<file path="src/rtl/agc_bench_pkg.sv">
`default_nettype none
// +----------------------------------------------------------------------+
// | agc_bench_pkg: shared WL-width, feeder state and FIFO entry types     |
// | Revision: 1.0                                                        |
// +----------------------------------------------------------------------+
package agc_bench_pkg;

  localparam int WL_W = 16;

  typedef enum logic [1:0] {
    ST_IDLE    = 2'd0,
    ST_PRESENT = 2'd1,
    ST_HOLD    = 2'd2
  } wl_state_e;

  typedef struct packed {
    logic            ext;
    logic [WL_W-1:0] word;
  } wl_entry_t;

endpackage
`default_nettype wire

</file>
<file path="src/rtl/agc_wl_fifo.sv">
`default_nettype none
// +----------------------------------------------------------------------+
// | agc_wl_fifo: instruction-word FIFO, DEPTH entries of DW bits         |
// | Revision: 1.0                                                        |
// +----------------------------------------------------------------------+
module agc_wl_fifo #(
  parameter int DEPTH = 8,
  parameter int DW    = 17
) (
  input  logic          clock,
  input  logic          rst_n,
  input  logic          push,
  input  logic [DW-1:0] push_data,
  input  logic          pop,
  output logic [DW-1:0] head,
  output logic          full,
  output logic          empty
);

  localparam int             AW       = $clog2(DEPTH);
  localparam logic [AW:0]    FULL_CNT = (AW + 1)'(DEPTH);

  logic [DW-1:0] mem [DEPTH];
  logic [AW-1:0] wr_ptr;
  logic [AW-1:0] rd_ptr;
  logic [AW:0]   count;
  logic          do_push;
  logic          do_pop;

  // A full FIFO refuses a push even when a pop happens in the same cycle.
  assign do_push = push && !full;
  assign do_pop  = pop && !empty;

  always_ff @(posedge clock or negedge rst_n) begin
    if (!rst_n) begin
      wr_ptr <= '0;
      rd_ptr <= '0;
      count  <= '0;
    end else begin
      if (do_push) wr_ptr <= wr_ptr + 1'b1;
      if (do_pop)  rd_ptr <= rd_ptr + 1'b1;
      case ({do_push, do_pop})
        2'b10:   count <= count + 1'b1;
        2'b01:   count <= count - 1'b1;
        default: count <= count;
      endcase
    end
  end

  always_ff @(posedge clock) begin
    if (do_push) mem[wr_ptr] <= push_data;
  end

  assign head  = mem[rd_ptr];
  assign full  = (count == FULL_CNT);
  assign empty = (count == '0);

endmodule
`default_nettype wire

</file>
<file path="src/rtl/agc_wl_feeder.sv">
`default_nettype none
// +----------------------------------------------------------------------+
// | agc_wl_feeder: presents one queued instruction word per MCT on WL     |
// | Revision: 1.0                                                        |
// +----------------------------------------------------------------------+
module agc_wl_feeder
  import agc_bench_pkg::*;
#(
  parameter int DEPTH = 8,
  parameter int W     = WL_W
) (
  input  logic         clock,
  input  logic         rst_n,
  input  logic         t01,
  input  logic         t10,
  input  logic         t12,
  input  logic         gojam,
  input  logic         ld_valid,
  output logic         ld_ready,
  input  logic [W-1:0] ld_word,
  input  logic         ld_ext,
  output logic [W-1:0] wl,
  output logic [W-1:0] wl_n,
  output logic         nisq,
  output logic         ext,
  output logic         empty,
  output logic [7:0]   underrun
);

  localparam logic [7:0] UNDERRUN_MAX = 8'hFF;

  logic      t01_q, t10_q, t12_q;
  logic      t01_rise, t10_rise, t12_rise;
  wl_state_e state, state_nx;
  logic [W-1:0] wl_nx;
  logic      nisq_nx, ext_nx;
  logic      pop, starve, full;
  logic [W:0] head;

  agc_wl_fifo #(
    .DEPTH (DEPTH),
    .DW    (W + 1)
  ) u_fifo (
    .clock     (clock),
    .rst_n     (rst_n),
    .push      (ld_valid),
    .push_data ({ld_ext, ld_word}),
    .pop       (pop),
    .head      (head),
    .full      (full),
    .empty     (empty)
  );

  assign ld_ready = !full;
  assign wl_n     = ~wl;

  assign t01_rise = t01 && !t01_q;
  assign t10_rise = t10 && !t10_q;
  assign t12_rise = t12 && !t12_q;

  always_ff @(posedge clock or negedge rst_n) begin
    if (!rst_n) begin
      t01_q    <= 1'b0;
      t10_q    <= 1'b0;
      t12_q    <= 1'b0;
      state    <= ST_IDLE;
      wl       <= '0;
      nisq     <= 1'b0;
      ext      <= 1'b0;
      underrun <= '0;
    end else begin
      t01_q <= t01;
      t10_q <= t10;
      t12_q <= t12;
      state <= state_nx;
      wl    <= wl_nx;
      nisq  <= nisq_nx;
      ext   <= ext_nx;
      if (starve && underrun != UNDERRUN_MAX) underrun <= underrun + 8'd1;
    end
  end

  always_comb begin
    state_nx = state;
    wl_nx    = wl;
    nisq_nx  = nisq;
    ext_nx   = ext;
    pop      = 1'b0;
    starve   = 1'b0;
    if (gojam) begin
      state_nx = ST_IDLE;
      wl_nx    = '0;
      nisq_nx  = 1'b0;
      ext_nx   = 1'b0;
    end else begin
      case (state)
        ST_IDLE: begin
          if (t10_rise) begin
            if (!empty) begin
              pop      = 1'b1;
              wl_nx    = head[W-1:0];
              ext_nx   = head[W];
              nisq_nx  = 1'b1;
              state_nx = ST_PRESENT;
            end else begin
              starve = 1'b1;
            end
          end
        end
        // A stray t10 here means a timer fault; the word stays on WL.
        ST_PRESENT: if (t12_rise) state_nx = ST_HOLD;
        ST_HOLD: begin
          if (t01_rise) begin
            state_nx = ST_IDLE;
            wl_nx    = '0;
            nisq_nx  = 1'b0;
            ext_nx   = 1'b0;
          end
        end
        default: state_nx = ST_IDLE;
      endcase
    end
  end

endmodule
`default_nettype wire

</file>
<file path="config.mk">
export PLATFORM = sky130hd
export DESIGN_NAME = agc_wl_feeder
export DESIGN_NICKNAME = d
export VERILOG_FILES = /design/src/rtl/agc_bench_pkg.sv /design/src/rtl/agc_wl_fifo.sv /design/src/rtl/agc_wl_feeder.sv
export SDC_FILE = /design/constraint.sdc
export NUM_CORES = 1
export LEC_CHECK = 0
export ABC_CLOCK_PERIOD_IN_PS = 4250
export CORE_ASPECT_RATIO = 1.75
export CORE_MARGIN = 3
export CORE_UTILIZATION = 57
export CTS_CLUSTER_DIAMETER = 30
export DETAILED_ROUTE_END_ITERATION = 7
export PLACE_DENSITY = 0.8
export SKIP_LAST_GASP = 1
export SLEW_MARGIN = 15
export SYNTH_ARGS = -nofsm -noshare
export SYNTH_HDL_FRONTEND = slang
export SYNTH_SLANG_ARGS = --single-unit
</file>
<file path="constraint.sdc">
create_clock -name clock -period 4.25 [get_ports clock]
set_clock_uncertainty 0.15 [all_clocks]
set_input_delay 1.0625 -clock clock [delete_from_list [all_inputs] [get_ports clock]]
set_output_delay 1.0625 -clock clock [all_outputs]
set_load 0.02 [all_outputs]
</file>
==> results of run 1 <==
-- sequential cells by signal (all words and copies together), names as in the netlist --
signal / cells
u_fifo.mem: 136
wl: 16
underrun: 8
u_fifo.count: 4
u_fifo.rd_ptr: 3
u_fifo.wr_ptr: 3
state: 2
ext: 1
nisq: 1
t01_q: 1
t10_q: 1
t12_q: 1
-- power breakdown --
group	total [uW]	switching [uW]	internal, uW
clock network	1700	647	1050
registers	2500	337	2160
logic	1310	572	739
-- Yosys cell counts, types with 3 or more instances --
library cell and number:
mux4_2 34, ha_1 6, nand2b_1 4, nand2_1 7, inv_1 17, nor3_1 11
xor2_1 10, edfxtp_1 136, a22o_1 17, nor2_1 10, nand3_1 4, nor4_2 3
dfrtp_1 41, a21oi_1 4, clkbuf_1 6, buf_6 4, xnor2_1 4, mux2_2 19
-- metal layers --
| metal | global-route usage (%) | vias up | share of wire, % |
|---|---|---|---|
| met2 | 38.2 | 137 | 55 |
| met3 | 4.19 | 42 | 5.3 |
| met5 | 0 | - | 0 |
| li1 | - | 1613 | - |
| met4 | 11.5 | 0 | 3.9 |
| met1 | 24.6 | 1894 | 36 |
-- stage by stage --
stage	power, uW	setup slack, ns	cells
final	5510	0.883	626
after detailed placement	3840	0.629	594
after CTS	5550	0.851	626
after global placement	3780	0.675	594
after global routing	5730	0.791	626
after floorplan	3360	0.755	363
-- worst paths after layout --
check | cells after the start | slack (ns) | endpoint | startpoint
hold reg to reg | 1 | 0.34 | nisq | nisq
hold / removal | 1 | 0.34 | nisq | nisq
setup / recovery | 2 | 0.88 | empty | u_fifo.count[2]
setup reg to reg | 10 | 1.52 | u_fifo.count[2] | u_fifo.count[2]
max in group asynchronous | 1 | 2.59 | u_fifo.rd_ptr[0] | rst_n
min in group asynchronous | 1 | 0.65 | underrun[2] | rst_n
-- worst max-delay path, stage by stage (launching register included) --
cell             delay [ns]
dfrtp_1                0.47
nor4_4                 0.56
clkdlybuf4s50_1        0.71
-- cell usage in the layout (no fill, tap or decap), types with 5 or more instances in the layout --
cell type / n
inv_1: 17
bufinv_16: 5
a22o_1: 17
nor3_1: 7
ha_1: 6
nor2_1: 10
clkbuf_16: 17
mux2_2: 19
dfrtp_1: 39
buf_4: 13
clkdlybuf4s50_1: 66
edfxtp_1: 136
xor2_1: 10
nand2_1: 7
mux4_2: 34
-- cell type report --
class	instances	area, sq um	area share, %
well taps	165	206	2.40
inverters	17	63.8	0.741
clock inverters	15	231	2.69
clock buffers	17	425	4.94
repair buffers	80	763	8.86
flip-flops and latches	177	5110	59.4
multi-input cells	155	1810	21.0
-- cell families after synthesis --
| kind of cell | after synthesis |
|---|---|
| DFF | 177 |
| adders and majority gates | 6 |
| muxes | 55 |
| AOI/OAI and AO/OA | 28 |
| buffers and inverters | 31 |
| xor gates and xnor gates | 14 |
| and+or+nand+nor | 52 |
==> results.py, run 1 <==
metrics = {
    "status": {
        "status": "complete, no violations",
    },
    "clocking": {
        "holdBufCountCts": 0,
        "cts-root-buf": "clkbuf_16",
        "cts.sinks": 177,
        "cts_buffers": 17,
        "cts.path.max_buffers": 2,
        "cts_setup_buffers": 0,
        "clkTransAtPathRegs_ns": 0.07,
        "cts.repair.resized": 0,
        "clkLatencyLatePin_ns": 0.42,
        "htree_levels": 4,
        "cts_tree": "built",
    },
    "die": {
        "start_util_pct": 58.3,
        "core_sq_mm": 0.0121,
        "die_h_um": 153,
        "rows": 53,
        "die_w_um": 90.0,
        "fp.dieArea_sq_mm": 0.0138,
        "io_pins": 68,
    },
    "place": {
        "dpl_cell_area_sq_mm": 0.00795,
        "dp_hpwl_mm": 8.35,
        "port-buffer-count": 67,
        "gp_congestion": 0.766,
    },
    "logic_synthesis": {
        "synth_edf_count": 136,
        "synth_xor_area_share_pct": 1.74,
        "synth.mux.area_fraction_pct": 14.3,
        "synthesis.area_sq_mm": 0.00703,
        "yosys.cell_types.count": 38,
        "async_reset_ff_share_pct": 23.2,
        "ys_seq_area_share_pct": 72.7,
        "yosysWarnings": 0,
        "synth-simple-area-share_pct": 4.93,
        "syn_inst": 363,
        "synth_top_family_by_area": "multiplexers",
        "yosysTopAreaCell": "edfxtp_1",
        "avgSynthCellArea_sq_um": 19.4,
        "synth.top_cell.area_share_pct": 58.1,
        "ys_seq_elements": 177,
        "synth_area_leaders": "edfxtp_1, dfrtp_1, mux4_2",
        "synth_compound_area_share_pct": 3.20,
        "synth-adder-area-share_pct": 1.07,
        "syn-num-nets": 393,
        "ys.flop_type": "edfxtp_1",
    },
    "critical_path": {
        "endpoint_kind": "output port",
        "worst-setup-path-type": "flip-flop to output port",
        "cp_max_fo": 6,
        "cp-start-kind": "flip-flop",
        "crit_arrival_ns": 2.15,
        "required_ns": 3.04,
    },
    "route": {
        "viasPerCell": 5.89,
        "routed_wl_mm": 14.0,
        "wl_per_cell_um": 22.4,
        "drt-initial-drc-count": 247,
        "vias": 3686,
        "drc": 0,
        "ant_nets": 0,
        "dr.pass1.iters": 4,
    },
    "cells_and_area": {
        "final_cell_area_sq_mm": 0.00861,
        "drive_gt1_share_pct": 24.9,
        "final_util_pct": 71.3,
        "area_delta_synth_final_pct": 22.4,
        "nets": 478,
        "fill_cells": 759,
        "diodes": 0,
    },
    "hold_path": {
        "hold_class": "flip-flop to flip-flop",
    },
    "sta": {
        "fin_hold_ws_ns": 0.340,
        "hold_viol": 0,
        "finalCritPeriodShare_pct": 79.2,
        "fin_crit_ns": 3.37,
        "worstMarginPinSlew_ns": 1.01,
        "fmax_ghz": 0.297,
        "max-slew-margin-rel_pct": 32.4,
        "slew_violations": 0,
        "fin_setup_tns_ns": 0,
        "rsz0062_at_grt": "no",
        "setup_violations": 0,
    },
    "global_route": {
        "grt_antenna_before_repair": 0,
        "grt_max_degree": 42,
        "first_global_vias": 3939,
        "grt_first_pass_wirelength_mm": 22.0,
        "grt_use_total_pct": 21.5,
        "grt_overflow": 0,
    },
    "pwr": {
        "vdd_drop_max_mv": 0.390,
        "p_leak_uw": 0.00304,
        "p_per_area_mw_per_mm2": 639,
    },
    "job": {
        "max-cap-violations": 0,
    },
}
Power figures use the tool's default switching activity.
==> run 2, diff against run 1 <==
Settings changed: ABC_CLOCK_PERIOD_IN_PS 4250 to 2920, CORE_UTILIZATION 57 to 51, PLACE_DENSITY 0.8 to 0.75.
Clock period 4.25 ns to 2.92 ns, I/O delays scaled along.
==> results.py, run 2 (synthesized netlist as in run 1, its figures left out) <==
metrics = {
    "place": {
        "dp_hpwl_mm": 8.77,
        "gp_congestion": 0.762,
        "port-buffer-count": 67,
        "dp.cells": 616,
        "dpl_cell_area_sq_mm": 0.00813,
    },
    "job": {
        "max-cap-violations": 0,
    },
    "sta": {
        "fmax_ghz": 0.374,
        "max-slew-margin-rel_pct": 37.1,
        "setup_violations": 0,
        "finalCritPeriodShare_pct": 91.6,
        "worstMarginPinSlew_ns": 0.941,
        "hold_viol": 0,
        "slew_violations": 0,
        "fin_crit_ns": 2.68,
        "rsz0062_at_grt": "no",
    },
    "critical_path": {
        "slowest_stage": "clkdlybuf4s50_1",
        "crit_path_start": "u_fifo.count[1]",
        "cp_max_fo": 7,
        "reg2reg_depth": 5,
        "cp_cell_sequence": "nor3_1, nand2_1, clkdlybuf4s50_1",
        "cp-start-kind": "flip-flop",
        "path_delay_family": "buffers and inverters",
        "endpoint_kind": "output port",
        "worst-path-buf-inv": 1,
        "max_stage_delay_ns": 0.56,
        "cp.depth": 3,
        "required_ns": 2.04,
        "r2r_start": "u_fifo.count[2]",
        "worst-setup-path-type": "flip-flop to output port",
        "crit_arrival_ns": 1.80,
    },
    "route": {
        "wl_met3_um": 420,
        "drt-met1-wl_mm": 5.12,
        "wl_met2_mm": 7.86,
        "drt-initial-drc-count": 246,
        "drc": 0,
        "dr.pass1.iters": 4,
        "wl_per_cell_um": 21.0,
        "vias": 3607,
        "viasPerCell": 5.57,
        "ant_nets": 0,
        "top_layer": "met4",
        "routed_wl_mm": 13.6,
    },
    "global_route": {
        "grt_max_degree": 42,
        "grt_antenna_before_repair": 0,
        "grt_first_pass_wirelength_mm": 21.4,
        "grt_use_total_pct": 19.4,
        "first_global_vias": 3954,
        "grt_overflow": 0,
    },
    "cells_and_area": {
        "multi_input_area_sq_mm": 0.00182,
        "largest_reg_flops": 136,
        "fill_cells": 946,
        "nets": 491,
        "diodes": 0,
        "instances_no_fill": 648,
        "regArea_sq_mm": 0.00511,
        "drive_gt1_share_pct": 26.4,
        "final_util_pct": 64.9,
        "final_cell_area_sq_mm": 0.00874,
        "layout.cells.most_common": "edfxtp_1",
        "reg_top3": "u_fifo.mem: 136 flops, wl: 16 flops, underrun: 8 flops",
        "area_delta_synth_final_pct": 24.3,
        "mostFrequentLayoutCells": "edfxtp_1, clkdlybuf4s50_1, dfrtp_1",
        "regMostFlops": "u_fifo.mem",
    },
    "status": {
        "status": "complete, no violations",
    },
    "pwr": {
        "p_total_uw": 7930,
        "p_leak_uw": 0.00313,
        "p_per_area_mw_per_mm2": 908,
        "vdd_drop_max_mv": 0.514,
    },
    "hold_path": {
        "hold_class": "input port to async pin",
    },
    "die": {
        "die_w_um": 94.8,
        "rows": 56,
        "io_pins": 68,
        "start_util_pct": 52.3,
        "fp.dieArea_sq_mm": 0.0153,
        "die_h_um": 161,
        "core_sq_mm": 0.0135,
    },
    "clocking": {
        "cts.sinks": 177,
        "cts_tree": "built",
        "clkLatencyLatePin_ns": 0.42,
        "cts_buffers": 17,
        "cts.path.max_buffers": 2,
        "clkTransAtPathRegs_ns": 0.07,
        "htree_levels": 4,
        "cts-root-buf": "clkbuf_16",
    },
}
==> run 2: changes by cell type in the layout (fill, tap and decap cells not counted), moves of 2 or more <==
cell        delta
buf_4          +8
buf_12         +5
bufinv_16      -3
clkinvlp_4     -3
clkinv_1       +2
clkinv_4       +2
inv_8          +2
==> run 2: power breakdown <==
part	total [uW]	internal (uW)	switching, uW
sequential	3500	3140	353
clock	2270	1290	986
combinational	2160	1180	979
total	7930	5620	2320
==> run 2: routing by layer <==
metal	vias up	GRT usage, %
met5	-	0
met4	0	7.42
met3	13	3.17
met2	77	35.3
met1	1879	22.3
li1	1638	-
==> run 2: worst paths after layout <==
path | endpoint | slack [ns]
worst max-delay path | ld_ready | 0.24
worst min-delay path | underrun[0] | 0.23
worst max register to register | wl[6] | 0.48
worst min register to register | underrun[5] | 0.34
max in group asynchronous | u_fifo.rd_ptr[0] | 1.98
min in group clock | underrun[5] | 0.34
==> run 2: through the flow <==
stage | setup slack, ns | TNS [ns] | hold slack, ns
after CTS | 0.0119 | 0 | 0.235
after floorplan | 0.0778 | 0 | 0.284
after global placement | -0.0447 | -0.0640 | 0.325
final | 0.244 | 0 | 0.227
after detailed placement | -0.154 | -0.275 | 0.325
after global routing | 0.0982 | 0 | 0.261
==> run 2: repair_timing <==
action	4_1_cts	5_1_grt
hold buffers	0	0
gates resized for setup	0	1
buffers inserted	0	0
setup endpoints to repair	0	1
==> run 2: cell type report <==
| cell class | instances | share of cell area [%] |
|---|---|---|
| clock buffers | 17 | 4.87 |
| clock inverters | 15 | 2.03 |
| inverters | 17 | 0.730 |
| multi-input cells | 155 | 20.8 |
| flip-flops and latches | 177 | 58.5 |
| well taps | 174 | 2.49 |
| repair buffers | 93 | 10.6 |
==> run 2: worst register-to-register path, delay by kind of cell (launching register included) <==
kind | cells | cell delay (ns)
AOI/OAI and AO/OA | 1 | 0.28
buffers and inverters | 1 | 0.21
DFF | 1 | 0.46
and+or+nand+nor | 3 | 1.28
==> run 3, diff against run 2 <==
Settings changed: CORE_MARGIN 3 to 2.
==> results.py, run 3 (synthesized netlist as in run 1, its figures left out) <==
metrics = {
    "cells_and_area": {
        "diodes": 0,
        "layout.cells.most_common": "edfxtp_1",
        "regArea_sq_mm": 0.00511,
        "instances_no_fill": 642,
        "nets": 486,
        "fill_cells": 917,
        "largest_reg_flops": 136,
        "mostFrequentLayoutCells": "edfxtp_1, clkdlybuf4s50_1, dfrtp_1",
        "reg_top3": "u_fifo.mem: 136 flops, wl: 16 flops, underrun: 8 flops",
        "drive_gt1_share_pct": 25.9,
        "multi_input_area_sq_mm": 0.00182,
        "area_delta_synth_final_pct": 24.1,
        "regMostFlops": "u_fifo.mem",
    },
    "pwr": {
        "p_leak_uw": 0.00311,
        "p_per_area_mw_per_mm2": 913,
        "vdd_drop_max_mv": 0.603,
        "p_total_uw": 7970,
    },
    "die": {
        "start_util_pct": 52.3,
        "die_w_um": 92.8,
        "core_sq_mm": 0.0135,
        "fp.dieArea_sq_mm": 0.0148,
        "rows": 56,
        "io_pins": 68,
        "die_h_um": 159,
    },
    "place": {
        "dp_hpwl_mm": 8.37,
        "gp_congestion": 0.711,
        "port-buffer-count": 67,
        "dp.cells": 611,
        "place_ws_ns": -0.137,
    },
    "sta": {
        "fin_hold_ws_ns": 0.199,
        "setup_slack_ns": 0.219,
        "fmax_ghz": 0.370,
        "max-slew-margin-rel_pct": 36.8,
        "setup_violations": 0,
        "finalCritPeriodShare_pct": 92.5,
        "worstMarginPinSlew_ns": 0.945,
        "fin_crit_ns": 2.70,
        "rsz0062_at_grt": "no",
        "slew_violations": 0,
        "hold_viol": 0,
    },
    "global_route": {
        "met2_usage_pct": 34.4,
        "grt_first_pass_wirelength_mm": 21.3,
        "grt_antenna_before_repair": 0,
        "grtUsageMet3_pct": 4.26,
        "busiest_layer": "met2",
        "grt_max_degree": 37,
        "grt_use_total_pct": 19.6,
        "grt_overflow": 0,
        "first_global_vias": 3944,
        "grtUsageMet1_pct": 23.1,
    },
    "route": {
        "dr.pass1.iters": 4,
        "ant_nets": 0,
        "drt-initial-drc-count": 262,
        "vias": 3629,
        "drc": 0,
        "routed_wl_mm": 13.4,
        "viasPerCell": 5.65,
        "wl_per_cell_um": 20.8,
    },
    "critical_path": {
        "worst-path-buf-inv": 1,
        "cp_max_fo": 7,
        "rr_endpoint": "wl[8]",
        "max_stage_delay_ns": 0.57,
        "worst-setup-path-type": "flip-flop to output port",
        "cp_cell_sequence": "nor3_1, nand2_1, clkdlybuf4s50_1",
        "slowest_stage": "clkdlybuf4s50_1",
        "reg2reg_depth": 5,
        "r2r_start": "u_fifo.count[2]",
        "path_delay_family": "buffers and inverters",
        "crit_arrival_ns": 1.82,
        "required_ns": 2.04,
        "endpoint_kind": "output port",
        "reg2reg_slack_ns": 0.49,
        "cp-start-kind": "flip-flop",
    },
    "hold_path": {
        "hold_class": "input port to async pin",
    },
    "clocking": {
        "cts.sinks": 177,
        "clkTransAtPathRegs_ns": 0.07,
        "clkLatencyLatePin_ns": 0.43,
        "cts_buffers": 17,
        "htree_levels": 4,
        "cts_tree": "built",
        "cts-root-buf": "clkbuf_16",
        "cts.path.max_buffers": 2,
    },
    "job": {
        "max-cap-violations": 0,
    },
    "status": {
        "status": "complete, no violations",
    },
}
==> run 3: cell count changes in the layout (fill, tap and decap cells not counted) <==
cell        change
clkinvlp_4      +1
buf_4           -6
clkinv_4        -4
buf_12          +1
inv_6           +4
clkinv_1        -2
clkinv_8        -1
bufinv_16       +1
==> run 3: what timing repair did <==
item / 4_1_cts / 5_1_grt
resized for setup: 0 / 1
endpoints found under the hold margin: 0 / 0
hold buffers: 0 / 0
endpoints found under the setup margin: 0 / 1
setup buffers: 0 / 0
==> run 3: per-layer routing <==
layer	routed length (um)	up-vias	share of wire, %
met3	454	21	3.4
met5	0	-	0
met1	5150	1894	38
li1	-	1629	-
met4	265	0	2.0
met2	7510	85	56
==> run 3: cell type report <==
class / instances / share of cell area [%]
Multi-Input combinational cell: 155 / 20.8
Sequential cell: 177 / 58.6
Timing Repair Buffer: 88 / 10.3
Clock buffer: 17 / 4.88
Tap cell: 174 / 2.49
Inverter: 17 / 0.731
Clock inverter: 14 / 2.19
==> run 3: how the worst max path moves through the flow <==
stage,cells past startpoint,startpoint,end
finish,3,u_fifo.count[1],ld_ready
floorplan,5,u_fifo.count[1],u_fifo.mem[2][0]
global placement,10,gojam,u_fifo.count[2]
global route,3,u_fifo.count[2],ld_ready
detailed placement,10,gojam,u_fifo.count[2]
CTS,2,u_fifo.count[2],empty
==> run 3: report_power, final <==
group,total (uW),switching [uW],internal (uW)
Combinational,2150,996,1160
Clock,2360,989,1370
Sequential,3450,306,3140
==> run 3: per-stage QoR <==
| step | instance area [sq um] | utilization, % | TNS [ns] |
|---|---|---|---|
| 4_1_cts | 8720 | 64.8 | 0 |
| 5_1_grt | 8730 | 64.9 | 0 |
| 3_5_place_dp | 8110 | 60.3 | -0.303 |
| 2_1_floorplan | 7040 | - | 0 |
| 3_3_place_gp | 8110 | 60.3 | -0.0267 |
| 6_report | 8730 | 64.9 | 0 |
